**config.mk**
```make
export PLATFORM = sky130hd
export DESIGN_NAME = noise_get_arbiter_flat
export DESIGN_NICKNAME = d
export VERILOG_FILES = /design/src/rtl/noise_pkg.sv /design/src/rtl/noise_get_arbiter_if.sv /design/src/rtl/get_sync_edge.sv /design/src/rtl/noise_get_arbiter.sv /design/src/flat_wrapper.sv
export SDC_FILE = /design/constraint.sdc
export NUM_CORES = 1
export LEC_CHECK = 0
export ABC_AREA = 0
export CAP_MARGIN = 20
export CORE_ASPECT_RATIO = 0.7
export CORE_MARGIN = 8
export CORE_UTILIZATION = 40
export DETAILED_ROUTE_END_ITERATION = 12
export PLACE_DENSITY = 0.7
export SETUP_SLACK_MARGIN = 0.1
export SYNTH_ARGS = -nofsm -noshare
export SYNTH_HDL_FRONTEND = slang
export SYNTH_SLANG_ARGS = --single-unit
```
**constraint.sdc**
```tcl
create_clock -name clk -period 4.2 [get_ports clk]
set_input_delay 0.84 -clock clk [delete_from_list [all_inputs] [get_ports clk]]
set_output_delay 0.84 -clock clk [all_outputs]
set_load 0.01 [all_outputs]
```
**src/rtl/noise_pkg.sv**
```systemverilog
// Shared state encoding, default sizing and round-robin helper for the noise-generator arbiter.
`timescale 1ns/1ps
package noise_pkg;

  localparam int NREQ_DEF  = 4;
  localparam int WIDTH_DEF = 16;
  localparam int TMO_DEF   = 15;
  localparam int NREQ_MAX  = 8;

  typedef enum logic [1:0] {
    IDLE    = 2'd0,
    ISSUE   = 2'd1,
    WAIT    = 2'd2,
    DELIVER = 2'd3
  } state_e;

  // First set bit at or after (last+1) mod n, wrapping; the reverse scan leaves the closest hit.
  function automatic logic [2:0] rr_pick(input logic [NREQ_MAX-1:0] req,
                                         input logic [2:0] last,
                                         input int n);
    logic [2:0] pick;
    int idx;
    pick = last;
    for (int k = NREQ_MAX; k >= 1; k--) begin
      if (k <= n) begin
        idx = (int'(last) + k) % n;
        if (req[idx[2:0]]) pick = idx[2:0];
      end
    end
    return pick;
  endfunction

endpackage

```
**src/rtl/noise_get_arbiter_if.sv**
```systemverilog
// Requester, generator and result signals of the arbiter; slave is the arbiter's view.
`timescale 1ns/1ps
interface noise_get_arbiter_if
  import noise_pkg::*;
#(
  parameter int NREQ  = NREQ_DEF,
  parameter int WIDTH = WIDTH_DEF
);
  logic [NREQ-1:0]  get;
  logic             gen_get;
  logic [WIDTH-1:0] gen_data;
  logic             gen_valid;
  logic [WIDTH-1:0] data;
  logic [NREQ-1:0]  ack;
  logic             busy;
  logic             err;

  modport master (output get, gen_data, gen_valid,
                  input  gen_get, data, ack, busy, err);
  modport slave  (input  get, gen_data, gen_valid,
                  output gen_get, data, ack, busy, err);
endinterface

```
**src/rtl/get_sync_edge.sv**
```systemverilog
// Two-flop synchronizer plus rising-edge detector for one asynchronous request line.
// Edge appears two clocks after the input is first sampled high.
`timescale 1ns/1ps
module get_sync_edge (
  input  logic clk,
  input  logic rst,
  input  logic get_i,
  output logic edge_o
);
  logic       meta_q;
  logic       sync_q;
  logic       prev_q;
  logic [1:0] arm_q;

  // prev is held high until the synchronizer has refilled, so a level already
  // asserted at reset release never looks like a fresh edge.
  always_ff @(posedge clk or posedge rst) begin
    if (rst) begin
      meta_q <= 1'b0;
      sync_q <= 1'b0;
      prev_q <= 1'b1;
      arm_q  <= 2'b00;
    end else begin
      meta_q <= get_i;
      sync_q <= meta_q;
      prev_q <= sync_q | ~arm_q[1];
      arm_q  <= {arm_q[0], 1'b1};
    end
  end

  assign edge_o = sync_q & ~prev_q;
endmodule

```
**src/rtl/noise_get_arbiter.sv**
```systemverilog
// Round-robin arbiter sharing one noise generator among NREQ asynchronous requesters.
// Edge to gen_get is 2 clocks when idle; gen_get to ack is generator latency + 1.
`timescale 1ns/1ps
module noise_get_arbiter
  import noise_pkg::*;
#(
  parameter int NREQ  = NREQ_DEF,
  parameter int WIDTH = WIDTH_DEF,
  parameter int TMO   = TMO_DEF
) (
  input logic                clk,
  input logic                rst,
  noise_get_arbiter_if.slave bus
);
  localparam int GW = (NREQ > 1) ? $clog2(NREQ) : 1;
  localparam int CW = $clog2(TMO + 1);

  state_e                state_q, state_d;
  logic [NREQ-1:0]       pending_q, pending_d;
  logic [NREQ-1:0]       edge_s;
  logic [NREQ-1:0]       clr;
  logic [GW-1:0]         grant_q, grant_d;
  logic [GW-1:0]         last_q, last_d;
  logic [CW-1:0]         cnt_q, cnt_d;
  logic [WIDTH-1:0]      data_q, data_d;
  logic                  err_q, err_d;
  logic [NREQ_MAX-1:0]   req_w;

  for (genvar i = 0; i < NREQ; i++) begin : g_sync
    get_sync_edge u_sync (
      .clk    (clk),
      .rst    (rst),
      .get_i  (bus.get[i]),
      .edge_o (edge_s[i])
    );
  end

  assign req_w = NREQ_MAX'(pending_q);

  always_comb begin
    state_d = state_q;
    grant_d = grant_q;
    last_d  = last_q;
    cnt_d   = cnt_q;
    data_d  = data_q;
    err_d   = err_q;
    clr     = '0;
    case (state_q)
      IDLE: begin
        if (|pending_q) begin
          grant_d = GW'(rr_pick(req_w, 3'(last_q), NREQ));
          state_d = ISSUE;
        end
      end
      ISSUE: begin
        cnt_d   = CW'(TMO);
        state_d = WAIT;
      end
      WAIT: begin
        if (bus.gen_valid) begin
          data_d  = bus.gen_data;
          state_d = DELIVER;
        end else begin
          cnt_d = cnt_q - CW'(1);
          // Counter reaching zero ends the window; a sample in that last cycle still counts.
          if (cnt_q == CW'(1)) begin
            err_d        = 1'b1;
            clr[grant_q] = 1'b1;
            state_d      = IDLE;
          end
        end
      end
      DELIVER: begin
        clr[grant_q] = 1'b1;
        last_d       = grant_q;
        state_d      = IDLE;
      end
      default: state_d = IDLE;
    endcase
    // A new edge in the clearing cycle must survive, so the set term is ORed last.
    pending_d = (pending_q & ~clr) | edge_s;
  end

  always_ff @(posedge clk or posedge rst) begin
    if (rst) begin
      state_q   <= IDLE;
      pending_q <= '0;
      grant_q   <= '0;
      last_q    <= GW'(NREQ - 1);
      cnt_q     <= '0;
      data_q    <= '0;
      err_q     <= 1'b0;
    end else begin
      state_q   <= state_d;
      pending_q <= pending_d;
      grant_q   <= grant_d;
      last_q    <= last_d;
      cnt_q     <= cnt_d;
      data_q    <= data_d;
      err_q     <= err_d;
    end
  end

  assign bus.gen_get = (state_q == ISSUE);
  assign bus.ack     = (state_q == DELIVER) ? (NREQ'(1) << grant_q) : '0;
  assign bus.data    = data_q;
  assign bus.busy    = (|pending_q) || (state_q != IDLE);
  assign bus.err     = err_q;
endmodule

```
**src/flat_wrapper.sv**
```systemverilog
// flat-port wrapper written by rule: the top's interface ports become plain ports
module noise_get_arbiter_flat import noise_pkg::*;
#(
  parameter int NREQ  = NREQ_DEF,
  parameter int WIDTH = WIDTH_DEF,
  parameter int TMO   = TMO_DEF
)
  (clk, rst, bus_get, bus_gen_data, bus_gen_valid, bus_gen_get, bus_data, bus_ack, bus_busy, bus_err);
  noise_get_arbiter_if #(.NREQ(NREQ), .WIDTH(WIDTH)) bus_i ();
  input logic clk;
  input logic rst;
  input wire logic [$bits(bus_i.get)-1:0] bus_get;
  input wire logic [$bits(bus_i.gen_data)-1:0] bus_gen_data;
  input wire logic [$bits(bus_i.gen_valid)-1:0] bus_gen_valid;
  output wire logic [$bits(bus_i.gen_get)-1:0] bus_gen_get;
  output wire logic [$bits(bus_i.data)-1:0] bus_data;
  output wire logic [$bits(bus_i.ack)-1:0] bus_ack;
  output wire logic [$bits(bus_i.busy)-1:0] bus_busy;
  output wire logic [$bits(bus_i.err)-1:0] bus_err;
  assign bus_i.get = bus_get;
  assign bus_i.gen_data = bus_gen_data;
  assign bus_i.gen_valid = bus_gen_valid;
  assign bus_gen_get = bus_i.gen_get;
  assign bus_data = bus_i.data;
  assign bus_ack = bus_i.ack;
  assign bus_busy = bus_i.busy;
  assign bus_err = bus_i.err;
  noise_get_arbiter #(.NREQ(NREQ), .WIDTH(WIDTH), .TMO(TMO)) u_core (.clk(clk), .rst(rst), .bus(bus_i));
endmodule
```
======== After elaboration in Yosys (flattened, before gate mapping) ========
Index checks and enable logic that the tools add are counted.
operators by class
  add/subtract/negate cells ............... 5
  order comparisons ....................... 6
  eq/ne operators ......................... 7
  shifts and indexed selects .............. 1
  mux-type cells .......................... 24
  bitwise operators ....................... 24
  reductions and logical operators ........ 15
operator list
  cell                   count
  $lt A3 B4 Y1 const B   4
  $mux W4                4
  $pmux W4 S2            2
  $mux W2                7
  $bmux W1 S3            4
  $not A1 Y1             9
  $pmux W2 S4            1
  $reduce_and A2 Y1      4
  $reduce_or A2 Y1       4
  $mux W1                5
  $add A2 B1 Y2 const B  2
  $add A2 B2 Y2 const B  2
  $and A1 B1 Y1          4
  $and A1 B1 Y1 const A  4
  $and A4 B4 Y4          1
  $eq A2 B2 Y1 const B   2
  $eq A4 B1 Y1 const B   1
  $not A4 Y4             1
  $or A1 B1 Y1           4
  $or A4 B4 Y4           1
  $reduce_bool A2 Y1     2
  $reduce_or A4 Y1       1
  $shl A1 B2 Y4 const A  1
  $sub A4 B1 Y4 const B  1
  11 further kinds       11
storage, ports and cells
  register bits ........................... 51
  bits of input ports ..................... 23
  output and inout bits ................... 23
  word-level logic and storage cells ...... 105

======== Depth between registers and ports, before layout ========
  depth in word-level cells ............... 10
  mapped depth ............................ 5
  depth with buffers taken out ............ 5

======== Hierarchy ========
Synthesis repeated with hierarchy kept, for this count alone.
second synthesis, totals
  cell total of the unflattened synthesis .. 158
  area total of the unflattened synthesis .. 2,058.2 um^2
modules (own cells, without submodules)
  module             times used  cells each  area an instance (um^2)  seq. area each (um^2)
  noise_get_arbiter  1           122         1,442.6                  778.2
  get_sync_edge      4           9           153.9                    126.4

======== Worst setup path before layout ========
Ideal clock, no wire load.
  path type ............................... input to register
  start ................................... in bus_gen_valid
  end ..................................... reg u_core.pending_q[0]
  setup time .............................. 129 ps
  arrival ................................. 1,804 ps
  required time ........................... 4,071 ps
  path slack .............................. 2,267 ps
  cell stages on the path ................. 3
  buffers on the path ..................... 0
  cells stage by stage .................... or4b_4 -> a2111oi_2 -> nor2_1
between the ends
  longest elaborated chain between the ends .. 5
RTL lines
  element                  line                     source
  start, declared          flat_wrapper.sv:14       input wire logic [$bits(bus_i.gen_valid)-1:0] bus_gen_valid;
  $mux W4                  noise_get_arbiter.sv:60  if (bus.gen_valid) begin
  $pmux W4 S2              noise_get_arbiter.sv:48  case (state_q)
  $not A4 Y4               noise_get_arbiter.sv:81  pending_d = (pending_q & ~clr) | edge_s;
  $and A4 B4 Y4            noise_get_arbiter.sv:81
  $or A4 B4 Y4             noise_get_arbiter.sv:81
  net u_core.pending_d[0]  noise_get_arbiter.sv:19  logic [NREQ-1:0] pending_q, pending_d;
  end signal, assigned     noise_get_arbiter.sv:95  pending_q <= pending_d;
  end, declared            noise_get_arbiter.sv:19
The timed path passes the listed nets, and every way through them passes these cells.
A chain may end at the register's enable or synchronous reset.

======== Final worst setup path ========
  start ................................... reg u_core.state_q[1]
  end ..................................... out bus_ack[0]
between the ends
  longest elaborated chain between the ends .. 2
RTL lines
  element                 line                      source
  start, declared         noise_get_arbiter.sv:18   state_e state_q, state_d;
  start signal, assigned  noise_get_arbiter.sv:94   state_q <= state_d;
  $eq A2 B2 Y1            noise_get_arbiter.sv:105  assign bus.ack = (state_q == DELIVER) ? (NREQ'(1) << grant_q) : '0;
  $mux W4                 noise_get_arbiter.sv:105
  end, declared           flat_wrapper.sv:17        output wire logic [$bits(bus_i.ack)-1:0] bus_ack;
No other way between the ends.

==> results.yml <==
power_and_ir_drop:
  peakVddDrop_mv: 0.296
  leakage_uw: 0.00103
  power_density_nw_per_um2: 647
drt:
  dr.pass1.iters: 4
  avgRoutedWirePerCell_um: 14.9
  drt_iter0_drc: 46
  drc: 0
  vias: 1292
  drt-vias-per-instance: 5.07
  routed_wl_mm: 3.80
  ant_nets: 0
cts:
  cts_buffers: 5
  cts_root_buffer: "clkbuf_8"
  tritoncts: "built"
  clockBufferDepth: 2
  path_clk_slew_ns: 0.08
  cts_setup_buffers: 0
  htree_levels: 2
  cts.repair.resized: 0
  clkSinkCount: 45
  hold_buffers: 0
  insertion_delay_ns: 0.29
sta:
  min_period_over_period_pct: 63.1
  setup_tns_ns: 0
  final-setup-viol-count: 0
  fmax_ghz: 0.377
  hold_viol: 0
  relSlewSlack_pct: 63.7
  tightest_slew_ns: 0.545
  clock_skew_ns: 0.00386
  slew_violations: 0
  rsz0062_at_grt: "false"
  min_period_ns: 2.65
synthesis:
  syn_inst: 149
  synth_area_um2: 1830
  seq_area_frac_synth_pct: 61.9
  ys_seq_elements: 45
  syn_area_per_cell_um2: 12.3
  synth_nets: 174
  synthDistinctLibCells: 37
  yosysWarnings: 0
worst_setup_path:
  cp-startpoint: "u_core.state_q[1]$_DFFE_PP0P_"
  cp.arrival_ns: 1.81
  cpMaxStageDelayCell: "dfrtp_1"
  cp-end-kind: "output port"
  slowest_delay_ns: 0.60
  crit_type: "reg2out"
  cp-start-kind: "flip-flop"
  worstPathMaxFanout: 13
  r2r-start: "u_core.cnt_q[1]$_DFFE_PP0P_"
  cp.required_ns: 3.36
  crit_chain: "nand2_1 > nor3_1 > clkdlybuf4s50_1"
die:
  rows: 20
  die_y_um: 72.6
  core_area_um2: 4380
  ioPinCount: 46
  die_x_um: 96.9
  design.die.area_um2: 7030
  start_util_pct: 41.8
finish:
  drive_gt1_share_pct: 19.5
  fin_nets: 224
  areaGrowthSynthToFinish_pct: 32.5
  final_common_cell: "clkdlybuf4s50_1"
  final_util_pct: 55.4
  mostFrequentLayoutCells: "clkdlybuf4s50_1 (45), dfrtp_1 (39), mux2_2 (17)"
  stdcell_count: 255
  antenna_cells: 0
  nFillCells: 375
placement:
  gp_routability_congestion: 0.788
  io_buffers: 45
  dp.cells: 247
  hpwl_mm: 2.81
hold_path:
  hp-class: "reg2reg"
  min-delay-start: "u_core.g_sync[0].u_sync.arm_q[0]$_DFF_PP0_"
global_route:
  grt_max_degree: 46
  grt_pass1_wl_mm: 6.56
  antenna_found_initial: 0
  grt_pass1_vias: 1401
  grtUsageTotal_pct: 11.7
  grt_overflow: 0
run_status:
  status: "finished clean"
flow_run:
  max_cap_viol_count: 0
## state kept, by name, indices dropped and copies added (netlist names)
signal	flops
u_core.bus.data	16
u_core.bus.err	1
u_core.cnt_q	4
u_core.g_sync.u_sync.arm_q	2
u_core.g_sync.u_sync.meta_q	4
u_core.g_sync.u_sync.prev_q	4
u_core.g_sync.u_sync.sync_q	4
u_core.grant_q	2
u_core.last_q	2
u_core.pending_q	4
u_core.state_q	2
## synthesized netlist by cell type, drive strengths merged
cell type	number	area share, %
o21a	1	0.41
a21boi	1	0.41
mux2i	1	0.55
or4b	1	0.75
dfstp	6	8.6
nand2	11	2.3
or4	1	0.41
ha	2	1.4
nor3	5	1.4
dfrtp	39	53
nand3	4	1.4
a31o	1	0.48
conb	1	0.20
a21oi	6	1.6
o21ai	4	1.1
a22oi	1	0.41
nor2b	3	1.0
inv	11	2.3
a21o	2	0.82
a31oi	1	0.34
nand2b	6	2.1
buf	3	0.75
o22ai	2	0.68
mux2	17	10
nor2	9	1.8
nand3b	1	0.41
nor4	1	0.34
and3	2	0.75
a32oi	1	0.48
o211ai	1	0.41
a2111oi	2	1.6
nor3b	2	1.1
## logic make-up after synthesis
logic type | count (synthesis) | share of synthesized area (%)
AO/OA/AOI/OAI | 23 | 8.82
adder cells (fa/ha/maj) | 2 | 1.37
buffers and inverters | 14 | 3.01
flip-flops | 45 | 61.9
multiplexers | 18 | 11.0
other | 1 | 0.205
AND/OR/NAND/NOR | 46 | 13.7
## metal layers
metal	vias to the layer above	routed length (µm)	GRT usage [%]	share of wire [%]
li1	612	-	-	-
met1	612	1590	13.1	42
met2	58	1680	17.3	44
met3	10	456	6.91	12
met4	0	76	6.11	2.0
met5	-	0	0	0
## worst paths after layout
kind	endpoint	slack, ns	depth (start not counted)
worst max-delay path	bus_ack[0]	1.55	3
min in group asynchronous	u_core.bus.data[11]$_DFFE_PP0P_	0.99	3
worst min-delay path	u_core.g_sync[0].u_sync.arm_q[1]$_DFF_PP0_	0.35	0
max in group asynchronous	u_core.g_sync[3].u_sync.prev_q$_DFF_PP1_	2.82	3
worst max register to register	u_core.pending_q[0]$_DFF_PP0_	2.41	5
worst min register to register	u_core.g_sync[0].u_sync.arm_q[1]$_DFF_PP0_	0.35	0
## power by group
group	switching, µW	total [µW]	internal, µW
clock network	137	253	115
logic	247	592	345
registers	143	725	582
total	527	1570	1040
## worst max-delay path, delay by kind of cell (launching register included)
| family | cells | cell delay, ns |
|---|---|---|
| buffers and inverters | 1 | 0.56 |
| flip-flops | 1 | 0.60 |
| AND/OR/NAND/NOR | 2 | 0.36 |
## final cells by class
type                            instances  area [µm²]  share of cell area (%)
Clock inverter                          2        10.0                   0.413
Inverter                               11        41.3                    1.70
Sequential cell                        45        1130                    46.7
Tap cell                               55        68.8                    2.84
Multi-Input combinational cell         90         642                    26.5
Clock buffer                            6        72.6                    2.99
Timing Repair Buffer                   46         458                    18.9
## stage by stage
stage	cell area, µm²	worst slack [ns]	total power (µW)	hold slack, ns
floorplan	1830	2.27	1040	0.331
global placement	2340	1.72	1290	0.332
detailed placement	2340	1.67	1330	0.335
CTS	2430	1.54	1590	0.354
global route	2430	1.45	1680	0.362
finish	2430	1.55	1570	0.351
Power figures use the tool's default switching activity.
